### src/rtl/wb_regfile.sv
// Writeback stage: selects the final result and writes it into the register file.
// Also provides the two decode read ports and the retired-instruction counter.
// Define WB_RF_BYPASS_EN to make the read ports write-through (W-stage value visible in the same cycle).
module wb_regfile #(
  parameter int XLEN  = 32,
  parameter int NREG  = 32,
  parameter int CNT_W = 64
) (
  input  logic             clk,
  input  logic             n_rst,
  input  logic             RegWriteW,
  input  logic [1:0]       ResultSrcW,
  input  logic             ValidW,
  input  logic [4:0]       RdW,
  input  logic [XLEN-1:0]  ALUResultW,
  input  logic [XLEN-1:0]  ReadDataW,
  input  logic [XLEN-1:0]  PCPlus4W,
  input  logic [4:0]       Rs1D,
  input  logic [4:0]       Rs2D,
  output logic [XLEN-1:0]  RD1D,
  output logic [XLEN-1:0]  RD2D,
  output logic [XLEN-1:0]  ResultW,
  output logic [CNT_W-1:0] InstretW
);

  logic [XLEN-1:0] regs [NREG];
  logic            writeEn;

  always_comb begin
    ResultW = '0;
    case (ResultSrcW)
      2'b00:   ResultW = ALUResultW;
      2'b01:   ResultW = ReadDataW;
      2'b10:   ResultW = PCPlus4W;
      default: ResultW = '0;
    endcase
  end

  // Bubbles and x0 destinations never modify architectural state.
  assign writeEn = RegWriteW & ValidW & (RdW != 5'd0);

  always_ff @(posedge clk or negedge n_rst) begin
    if (!n_rst) begin
      for (int i = 0; i < NREG; i++) regs[i] <= '0;
      InstretW <= '0;
    end else begin
      if (writeEn) regs[RdW] <= ResultW;
      if (ValidW) InstretW <= InstretW + CNT_W'(1);
    end
  end

`ifdef WB_RF_BYPASS_EN
  assign RD1D = (Rs1D == 5'd0) ? '0 : (writeEn && (Rs1D == RdW)) ? ResultW : regs[Rs1D];
  assign RD2D = (Rs2D == 5'd0) ? '0 : (writeEn && (Rs2D == RdW)) ? ResultW : regs[Rs2D];
`else
  // Without bypass the decode stage sees the old value until the edge; hazard unit must cover it.
  assign RD1D = (Rs1D == 5'd0) ? '0 : regs[Rs1D];
  assign RD2D = (Rs2D == 5'd0) ? '0 : regs[Rs2D];
`endif

endmodule
### config.mk
export PLATFORM = sky130hd
export DESIGN_NAME = wb_regfile
export DESIGN_NICKNAME = d
export VERILOG_FILES = /design/src/rtl/wb_regfile.sv
export SDC_FILE = /design/constraint.sdc
export NUM_CORES = 2
export LEC_CHECK = 0
export BUFFER_PORTS_ARGS = -buffer_cell sky130_fd_sc_hd__buf_2
export CAP_MARGIN = 10
export CORE_ASPECT_RATIO = 1.75
export CORE_MARGIN = 2
export CORE_UTILIZATION = 45
export CTS_CLUSTER_SIZE = 24
export DETAILED_ROUTE_END_ITERATION = 8
export SETUP_SLACK_MARGIN = 0.5
export SYNTH_ARGS = -nofsm -noshare
export SYNTH_HDL_FRONTEND = slang
export SYNTH_SLANG_ARGS = --single-unit
### constraint.sdc
create_clock -name clk -period 2.39 [get_ports clk]
set_input_delay 0.3585 -clock clk [delete_from_list [all_inputs] [get_ports clk]]
set_output_delay 0.3585 -clock clk [all_outputs]
set_load 0.01 [all_outputs]
==> results.toml <==
[yosys]
synth.area.top_cells = "dfrtp_1, mux4_2, a21oi_1"
synth.distinct_cells = 47
synth_flop_cell = "dfrtp_1"
synthDominantCellAreaShare_pct = 48.8
ys_seq_elements = 1088
async_flop_share_pct = 100
synth_top_area_cell = "dfrtp_1"
ys_seq_area_share_pct = 48.8
synth_edf_count = 0
syn_area_per_cell_sq_um = 10.7
syn_area_sq_um = 55800
syn_inst = 5232
synth_fp_nets = 5350
synth_warnings = 0

[run_status]
status = "finished with violations"
violations = "setup timing"

[finish]
drive_gt1_share_pct = 36.1
final_cell_mix = "dfrtp_1, nor2_1, a21oi_1"
area_growth_pct = 30.5
nFillCells = 10200
final_common_cell = "dfrtp_1"
fin_area_sq_um = 72900
nets = 6051

[floorplan]
dieWidth_microns = 270
num_io_pins = 277
rows = 171
die_y_microns = 470
core_sq_um = 124000
dieArea_sq_um = 127000
initial_core_util_pct = 45.1

[pwr]
p_sw_share_pct = 30.8
powerDensity_nw_per_um2 = 771
comb_power_share_pct = 25.5
p_leak_nw = 32.5
power_mw = 56.2
p_switching_mw = 17.3
pwr-share-seq_pct = 42.8
p_int_mw = 38.9
clockPowerShare_pct = 31.7
ir_drop_mv = 0.740

[global_routing]
grt_util_all_layers_pct = 36.5
overflow = 0
grt_pass1_wl_microns = 336000
antenna_found_initial = 9
grt_start_max_net_pins = 111
grt_pass1_vias = 49700

[setup_path]
worstPathArrival_ns = 2.67
cp.required_ns = 2.03
crit_path_end = "RD2D[9]"
timing.rr.end = "InstretW[48]"
startpoint = "regs[9]"
rr_startpoint = "InstretW[30]"
crit_fanout = 2
worstSetupPathType = "flop to output pin"
ff2ff_path_depth = 7
endpoint_kind = "output pin"
r2r_slack_ns = 0.28
cp-start-kind = "flop"

[timing]
skew_ns = 0.0196
final_hold_viol_count = 0
slew_headroom_pct = 54.4
min_period_ns = 3.03
rsz0062_at_grt = "true"
setup_violations = 64
tightest_slew_ns = 0.684
max_clock_freq_ghz = 0.330
layout_setup_ws_ns = -0.636
fin_crit_sh_pct = 127
drv_slew = 0

[clock_tree]
root_buffer = "clkbuf_16"
clk_pin_slew_worst_paths_ns = 0.07
cts_max_level = 3
insertion_delay_ns = 0.76
cts_buffer_depth = 3
numCtsBuffers = 105
cts.sink_count = 1088
cts_tree = "done"

[drt]
wire_per_inst_microns = 30.5
drc = 0
final_antenna_net_count = 0
vias_per_cell = 6.27
dr.pass1.iters = 6
drt_iter0_drc = 4746
wl_microns = 234000
vias = 48100

[placement]
place_congestion = 0.927
placed_cell_area_sq_um = 64300
dpl.hpwl_microns = 157000
portBuffers = 276

[worst_hold_path]
holdCritPathClass = "input port to async pin"

[job]
cap_viol_max_count = 0
==> state kept, by name, summed over array words and instances (netlist names) <==
signal	count
regs	1024
InstretW	64
==> synth_stat cells, types with 3 or more instances <==
master,number
clkbuf_1,424
a221oi_1,35
a211oi_1,72
nand3b_1,3
nor3_1,14
xnor2_1,38
buf_1,25
inv_1,39
o221ai_1,32
xor2_1,24
nor2b_1,8
nand2b_1,15
a31oi_1,29
nor3_2,10
nand4_1,16
mux2_2,69
nor2_1,936
mux4_2,409
and3_1,13
a22oi_1,72
buf_4,25
mux2i_1,244
and2_1,11
a2111oi_0,8
nand2_1,339
dfrtp_1,1088
nand3_1,27
o21ai_0,232
buf_2,67
o22ai_1,31
a21oi_1,848
nor4_1,10
==> critical path, stage by stage, from the launching register on <==
cell and delay [ns]:
dfrtp_1 0.39, mux4_2 0.50, mux2_4 0.28, a22oi_2 0.35
a2111oi_4 0.20, buf_2 0.20
==> per-layer routing <==
layer | up-vias | part of all wire (%) | track usage [%]
li1 | 20200 | - | -
met1 | 24200 | 34 | 41.2
met2 | 2771 | 48 | 59.6
met3 | 918 | 9.1 | 8.19
met4 | 6 | 9.4 | 29.0
met5 | - | 0.020 | 0
==> metrics by stage <==
step	hold slack, ns	setup TNS [ns]	cells	worst slack, ns	util (%)
after global routing	0.139	-31.84	7666	-0.655	58.9
final	0.125	-28.93	7666	-0.636	58.9
after global placement	0.295	-24.03	7171	-0.794	52.0
after CTS	0.115	-29.75	7598	-0.611	57.9
after detailed placement	0.286	-24.38	7171	-0.766	52.0
after floorplan	0.0629	0	5232	0.284	-
==> how the worst min path moves through the flow <==
stage / startpoint / end / slack [ns] / depth (start not counted)
final: n_rst / regs[997] / 0.12 / 2
after global routing: n_rst / regs[997] / 0.14 / 2
after CTS: n_rst / regs[997] / 0.11 / 2
after detailed placement: n_rst / regs[997] / 0.29 / 1
after global placement: n_rst / regs[997] / 0.29 / 1
after floorplan: n_rst / InstretW[0] / 0.06 / 0
==> timing repair <==
| action | CTS | global route |
|---|---|---|
| endpoints found under the hold margin | 267 | 0 |
| resized for setup | 321 | 165 |
| hold buffers | 1 | 0 |
| setup endpoints to repair | 138 | 133 |
| setup buffers | 225 | 64 |
| pin swaps | 104 | 95 |
| gates cloned | 6 | 2 |
==> cell type report <==
class / count / area (sq um) / area share [%]
Multi-Input combinational cell: 3562 / 28900 / 39.6
Sequential cell: 1088 / 27200 / 37.4
Timing Repair Buffer: 1136 / 10800 / 14.9
Clock buffer: 153 / 3130 / 4.30
Tap cell: 1643 / 2060 / 2.82
Clock inverter: 42 / 488 / 0.670
Inverter: 40 / 215 / 0.295
Antenna cell: 2 / 5.00 / 0.00687
==> cells by family after synthesis <==
kind of cell / after synthesis / synth area share [%]
simple gates: 1416 / 10.2
compound gates: 1360 / 13.5
flops: 1088 / 48.8
mux: 722 / 22.3
buf+inv: 582 / 4.25
xor+xnor: 63 / 1.00
fa+ha+maj: 1 / 0.0224
==> power by group through the flow <==
stage / Combinational [mW] / Sequential (mW) / Clock (mW)
2_1_floorplan: 7.87 / 23.4 / 0
3_3_place_gp: 11.7 / 24.2 / 0
3_5_place_dp: 12.0 / 24.4 / 0
4_1_cts: 13.8 / 23.9 / 18.0
5_1_grt: 15.3 / 24.3 / 18.7
6_report: 14.3 / 24.0 / 17.8
Power figures use the tool's default switching activity.
